--- src/rtl/alu_seq.sv ---
// -----------------------------------------------------------------------------
// alu_seq
//   N-bit sequenced ALU between register-file read and writeback.
//   Single-cycle logic/arith ops, variable shifts iterated one bit per cycle,
//   optional iterative shift-add multiplier. Registered result with a
//   one-cycle out_valid pulse and zero/carry flags.
//
//   Build option: define ALU_SEQ_MUL_EN to enable opcode 9 (MUL). Without it,
//   opcode 9 behaves as an undefined opcode and no multiplier state exists.
//
// Ports
//   clk        in   clock, all state on posedge
//   rst        in   synchronous reset, active-high
//   A, B       in   operands (B[SW-1:0] is the shift amount)
//   opcode     in   operation select
//   in_valid   in   operands/opcode valid
//   in_ready   out  high only in IDLE; transfer on in_valid && in_ready
//   out        out  registered result
//   out_valid  out  one-cycle pulse when out/flags update for an accepted op
//   flag_z     out  out == 0 for the last completed op
//   flag_c     out  carry / borrow / last shifted-out bit for the last op
//
// state | meaning
// ------+----------------------------------------------------------------
// IDLE  | accepting; single-cycle ops complete on the accept edge
// SHIFT | shifting latched operand one bit per cycle, cnt counts down
// MUL   | shift-add multiply, one multiplier bit per cycle (ALU_SEQ_MUL_EN)
// -----------------------------------------------------------------------------
module alu_seq #(
    parameter int N  = 16,
    parameter int SW = $clog2(N)
) (
    input  logic         clk,
    input  logic         rst,
    input  logic [N-1:0] A,
    input  logic [N-1:0] B,
    input  logic [3:0]   opcode,
    input  logic         in_valid,
    output logic         in_ready,
    output logic [N-1:0] out,
    output logic         out_valid,
    output logic         flag_z,
    output logic         flag_c
);

    // One extra bit so the counter can hold N for the multiplier.
    localparam int CW = SW + 1;

`ifdef ALU_SEQ_MUL_EN
    typedef enum logic [1:0] {ST_IDLE, ST_SHIFT, ST_MUL} state_t;
`else
    typedef enum logic [1:0] {ST_IDLE, ST_SHIFT} state_t;
`endif

    state_t        state, state_n;
    logic [N-1:0]  out_n, sh, sh_n, sh_step;
    logic          valid_n, z_n, c_n, upd, sh_left, left_n, sh_bit;
    logic [CW-1:0] cnt, cnt_n;
    logic [SW-1:0] amt;
    logic [N:0]    sum, diff;

`ifdef ALU_SEQ_MUL_EN
    logic [2*N-1:0] prod, prod_n, prod_step;
    logic [N-1:0]   mcand, mcand_n;
    logic [N:0]     mul_add;
`endif

    always_ff @(posedge clk) begin
        if (rst) begin
            state     <= ST_IDLE;
            out       <= '0;
            out_valid <= 1'b0;
            flag_z    <= 1'b1;
            flag_c    <= 1'b0;
            sh        <= '0;
            cnt       <= '0;
            sh_left   <= 1'b0;
`ifdef ALU_SEQ_MUL_EN
            prod      <= '0;
            mcand     <= '0;
`endif
        end else begin
            state     <= state_n;
            out       <= out_n;
            out_valid <= valid_n;
            flag_z    <= z_n;
            flag_c    <= c_n;
            sh        <= sh_n;
            cnt       <= cnt_n;
            sh_left   <= left_n;
`ifdef ALU_SEQ_MUL_EN
            prod      <= prod_n;
            mcand     <= mcand_n;
`endif
        end
    end

    always_comb begin
        state_n  = state;
        out_n    = out;
        valid_n  = 1'b0;
        z_n      = flag_z;
        c_n      = flag_c;
        upd      = 1'b0;
        sh_n     = sh;
        cnt_n    = cnt;
        left_n   = sh_left;
        in_ready = (state == ST_IDLE);
        amt      = B[SW-1:0];
        sum      = {1'b0, A} + {1'b0, B};
        diff     = {1'b0, A} - {1'b0, B};   // bit N is the borrow
        sh_step  = sh_left ? {sh[N-2:0], 1'b0} : {sh[N-1], sh[N-1:1]};
        sh_bit   = sh_left ? sh[N-1] : sh[0];
`ifdef ALU_SEQ_MUL_EN
        prod_n    = prod;
        mcand_n   = mcand;
        mul_add   = {1'b0, prod[2*N-1:N]} + (prod[0] ? {1'b0, mcand} : '0);
        prod_step = {mul_add, prod[N-1:1]};
`endif

        case (state)
            ST_IDLE: begin
                if (in_valid) begin
                    valid_n = 1'b1;
                    case (opcode)
                        4'd0: begin out_n = sum[N-1:0];  c_n = sum[N];  upd = 1'b1; end
                        4'd1: begin out_n = A ^ B;       c_n = 1'b0;    upd = 1'b1; end
                        4'd2: begin out_n = A | B;       c_n = 1'b0;    upd = 1'b1; end
                        4'd3: begin out_n = A & B;       c_n = 1'b0;    upd = 1'b1; end
                        4'd4: begin out_n = {{(N-1){1'b0}}, A == B}; c_n = 1'b0; upd = 1'b1; end
                        4'd5: begin out_n = {{(N-1){1'b0}}, A < B};  c_n = 1'b0; upd = 1'b1; end
                        4'd8: begin out_n = diff[N-1:0]; c_n = diff[N]; upd = 1'b1; end
                        4'd6, 4'd7: begin
                            if (amt == '0) begin
                                out_n = A;
                                c_n   = 1'b0;
                                upd   = 1'b1;
                            end else begin
                                valid_n = 1'b0;
                                sh_n    = A;
                                cnt_n   = CW'(amt);
                                left_n  = (opcode == 4'd6);
                                state_n = ST_SHIFT;
                            end
                        end
`ifdef ALU_SEQ_MUL_EN
                        4'd9: begin
                            valid_n = 1'b0;
                            prod_n  = {{N{1'b0}}, B};
                            mcand_n = A;
                            cnt_n   = CW'(N);
                            state_n = ST_MUL;
                        end
`endif
                        // Undefined opcode: pulse out_valid, leave result/flags.
                        default: ;
                    endcase
                end
            end
            ST_SHIFT: begin
                sh_n  = sh_step;
                cnt_n = cnt - CW'(1);
                if (cnt == CW'(1)) begin
                    out_n   = sh_step;
                    c_n     = sh_bit;
                    upd     = 1'b1;
                    valid_n = 1'b1;
                    state_n = ST_IDLE;
                end
            end
`ifdef ALU_SEQ_MUL_EN
            ST_MUL: begin
                prod_n = prod_step;
                cnt_n  = cnt - CW'(1);
                if (cnt == CW'(1)) begin
                    out_n   = prod_step[N-1:0];
                    c_n     = |prod_step[2*N-1:N];
                    upd     = 1'b1;
                    valid_n = 1'b1;
                    state_n = ST_IDLE;
                end
            end
`endif
            default: state_n = ST_IDLE;
        endcase

        if (upd) z_n = (out_n == '0);
    end

endmodule
--- config.mk ---
export PLATFORM = sky130hd
export DESIGN_NAME = alu_seq
export DESIGN_NICKNAME = d
export VERILOG_FILES = /design/src/rtl/alu_seq.sv
export SDC_FILE = /design/constraint.sdc
export NUM_CORES = 1
export LEC_CHECK = 0
export ABC_CLOCK_PERIOD_IN_PS = 3800
export CELL_PAD_IN_SITES_DETAIL_PLACEMENT = 0
export CELL_PAD_IN_SITES_GLOBAL_PLACEMENT = 1
export CORE_ASPECT_RATIO = 1.1
export CORE_MARGIN = 5
export CORE_UTILIZATION = 40
export DETAILED_ROUTE_END_ITERATION = 10
export MAX_ROUTING_LAYER = met4
export PLACE_DENSITY_LB_ADDON = 0.1
export REMOVE_ABC_BUFFERS = 1
export SLEW_MARGIN = 20
export SYNTH_ARGS = -nofsm -noshare
export SYNTH_HDL_FRONTEND = slang
export SYNTH_SLANG_ARGS = --single-unit
export TNS_END_PERCENT = 30
--- constraint.sdc ---
create_clock -name clk -period 3.8 [get_ports clk]
set_input_delay 0.76 -clock clk [delete_from_list [all_inputs] [get_ports clk]]
set_output_delay 0.76 -clock clk [all_outputs]
set_load 0.1 [all_outputs]
==> results of run 1 <==
## through the flow
step / hold slack (ps) / area, um^2 / setup WS (ps) / TNS [ps] / utilization
2_1_floorplan: 484 / 4980 / -697 / -1020 / -
3_3_place_gp: 442 / 7290 / -665 / -2540 / 0.574
3_5_place_dp: 461 / 7290 / -694 / -2920 / 0.574
4_1_cts: 472 / 7630 / 5.39 / 0 / 0.601
5_1_grt: 487 / 7850 / -5.42 / -5.42 / 0.618
6_report: 471 / 7850 / 55.0 / 0 / 0.618
## power by group through the flow
| stage | clock network [uW] | registers, uW | logic (uW) |
|---|---|---|---|
| 2_1_floorplan | 0 | 628 | 384 |
| 3_3_place_gp | 0 | 517 | 966 |
| 3_5_place_dp | 0 | 519 | 972 |
| 4_1_cts | 442 | 510 | 1010 |
| 5_1_grt | 465 | 515 | 1130 |
| 6_report | 439 | 512 | 1060 |
## area by class of cell
| class | instances | area, um^2 | share of cell area |
|---|---|---|---|
| sequential | 42 | 842 | 0.107 |
| clock inverter | 1 | 5.00 | 0.000638 |
| clock buffer | 7 | 143 | 0.0182 |
| timing repair buffer | 270 | 2190 | 0.279 |
| inverter | 56 | 210 | 0.0268 |
| multi-input combinational | 595 | 4260 | 0.543 |
| tap | 157 | 196 | 0.0250 |
## state kept, by name, summed over array words and instances, names as in the netlist
register / cells
state: 1
cnt: 5
flag_c: 1
sh: 16
flag_z: 1
out_valid: 1
sh_left: 1
out: 16
## cells in the final DEF, fill, tap and decap left out, drive strengths merged, types with 3 or more instances in the layout
| cell type | instances |
|---|---|
| nor3 | 25 |
| a311o | 3 |
| clkdlybuf4s50 | 54 |
| o2111ai | 6 |
| and2 | 8 |
| or2 | 3 |
| nand2b | 14 |
| o211ai | 10 |
| ha | 50 |
| o31ai | 7 |
| nand3 | 18 |
| nand4b | 3 |
| buf | 213 |
| o21bai | 5 |
| nand2 | 55 |
| a2111oi | 4 |
| a21oi | 62 |
| xnor2 | 11 |
| or3 | 5 |
| nor4 | 5 |
| a32oi | 5 |
| a211oi | 49 |
| nand4 | 6 |
| o22ai | 5 |
| inv | 56 |
| a22oi | 6 |
| a211o | 3 |
| mux2i | 29 |
| or4 | 4 |
| nor2 | 96 |
| nor2b | 15 |
| dfxtp | 42 |
| a21o | 3 |
| clkbuf | 7 |
| o21ai | 39 |
| o221ai | 9 |
## logic make-up after synthesis
logic type                 synth area share
AOI/OAI and AO/OA                     0.306
adders and majority gates             0.128
DFF                                   0.162
and+or+nand+nor                       0.243
muxes                                0.0580
xor gates and xnor gates             0.0202
buffers and inverters                0.0833
## critical path, delay by kind of cell
family | cells | cell delay, ps
AO/OA/AOI/OAI | 7 | 1590
AND/OR/NAND/NOR | 1 | 430
adder cells (fa/ha/maj) | 1 | 240
buffers and inverters | 4 | 880
## routing by layer
layer,vias to the layer above,GRT usage,share of wire,wire length (um)
met5,-,-,0,0
met2,247,0.498,0.48,11100
met3,58,0.0288,0.042,970
li1,3149,-,-,-
met1,3184,0.360,0.42,9690
met4,0,0.147,0.049,1110
## worst min-delay path by stage
| stage | from | endpoint | slack [ps] | cells past startpoint |
|---|---|---|---|---|
| final | flag_c | flag_c | 470 | 2 |
| after global routing | flag_c | flag_c | 490 | 2 |
| after CTS | flag_c | flag_c | 470 | 2 |
| after detailed placement | flag_c | flag_c | 460 | 2 |
| after global placement | flag_c | flag_c | 440 | 2 |
| after floorplan | cnt[4] | cnt[4] | 480 | 2 |
## repair_timing
action	CTS	global route
cloned	0	0
resized for setup	34	42
pin swaps	16	22
endpoints found under the hold margin	0	0
endpoints found under the setup margin	4	2
buffers inserted	3	6
==> summary.md, run 1 <==
| Metric | Value |
|---|---|
| Post-synth EDFFs | `0` |
| Die W | `119 um` |
| Ant diodes | `0` |
| Top FF cell, synth | `dfxtp_1` |
| TritonCTS clock tree | `built` |
| H-tree depth | `2` |
| CTS max path bufs | `2` |
| Chip Height | `130 um` |
| Crit share post-route | `0.986` |
| R2R Setup Slk | `940 ps` |
| Worst stage delay on the critical path | `430 ps` |
| Reg2reg start | `sh_left` |
| Mapped cell area | `5200 um^2` |
| Initial DRC Count | `482` |
| Clock Sinks | `42` |
| Post-route insts no fill | `1,128` |
| Leak pwr | `0.00332 uW` |
| CP startpoint | `A[1]` |
| Max Freq | `267 MHz` |
| Vias post-DR | `6,638` |
| Routed WL | `22.8 mm` |
| Fin nets | `1,061` |
| Final setup fails | `0` |
| Minimum clock period | `3750 ps` |
| Vias per inst | `5.88` |
| Pint | `1200 uW` |
| Synth cell types | `65` |
| Worst-Margin Slew | `1050 ps` |
| Worst Path Arrival | `3910 ps` |
| Crit-path slowest cell | `or3b_2` |
| Max IR drop VDD | `0.219 mV` |
| Starting Density | `0.409` |
| Post-DP HPWL | `18.6 mm` |
| Cell count after placement | `1,111` |
| Share of layout cells above drive strength 1 | `0.295` |
| P_sw | `814 uW` |
| Seq/Total Area, Yosys | `0.162` |
| Synth warn | `0` |
| Drt wl/cell | `20.3 um` |
| Worst-path cell chain | `clkdlybuf4s50_1 -> buf_4 -> ha_1 -> a211oi_4 -> o21bai_1 -> buf_4 -> a2111o_1 -> a21o_1 -> buf_4 -> or3b_2 -> a311o_1 -> o2111ai_1 -> o31ai_2` |
| Core Footprint | `12,700 um^2` |
| Power share of the combinational group | `0.527` |
| Avg Inst Size Synth | `6.96 um^2` |
| Crit path max fanout | `4` |
| Critical path class | `in -> reg` |
| R2r endpoint | `flag_z` |
| FF+latch count, synth | `42` |
| Critical Path Sink Type | `register` |
| Max-slew violation count | `0` |
| FP Rows | `43` |
| Clock Power Share | `0.218` |
| Top-count cell post-synth | `nor2_1` |
| Post-synth top area cell | `dfxtp_1` |
| Antenna Nets Post-Route | `0` |
| CTS clk-pin slew, worst paths | `60 ps` |
| Status | `completed` |
| CTS Hold Bufs | `0` |
| Top cells by count, synth | `96 x nor2_1, 62 x a21oi_1, 56 x inv_1` |
| Sequential Power Share | `0.255` |
| Synth async-reset ratio | `0` |
| Die area | `15,400 um^2` |
| Worst-skew pair later-pin latency | `290 ps` |
| Crit path capture | `flag_z` |
| Gr ovfl total | `0` |
| Post-synthesis cell count | `747` |
| Pin count of the biggest net entering global routing | `44` |
| Worst min path class | `reg -> reg` |
| Endpoints failing hold | `0` |
| Num ports | `59` |
| TritonCTS Buffers | `5` |
| Crit-path most repeated cell | `buf_4` |
| Synth area leaders | `dfxtp_1 16%, ha_1 12%, a211oi_1 7.1%` |
| PD cells | `256 nW/um^2` |
| Pwr Total | `2010 uW` |
| Slew headroom | `0.297` |
| Clk_skew | `7.22 ps` |
| CTS Root Cell | `clkbuf_16` |
| Gp weighted congestion | `0.966` |
| Yosys top cell area share | `0.162` |
| Initial antenna violation count | `0` |
| Worst EP required | `3970 ps` |
| Sw Ratio | `0.405` |
| Max_cap viols | `0` |
| DRT Pass-1 Iters | `5` |
| Total global-route track usage | `0.298` |
| Vias in the first global route | `6,441` |
| Drt drc | `0` |
| Port buffer count | `58` |
| Worst Reg2Reg Path Length in Cells | `8` |
| First-pass GRT wire length | `35.1 mm` |
| Startpoint Class | `input pin` |
| Fill cell count | `1,204` |
| Layout area overhead | `51.0%` |
Note: power is estimated with default switching activity, not from simulation.
==> run 2, diff against run 1 <==
--- a/config.mk
+++ b/config.mk
@@ -19,4 +19,3 @@
 export SYNTH_ARGS = -nofsm -noshare
 export SYNTH_HDL_FRONTEND = slang
 export SYNTH_SLANG_ARGS = --single-unit
-export TNS_END_PERCENT = 30
==> results of run 2 <==
Same layout as run 1: the final DEF is identical, and so are final timing and power.
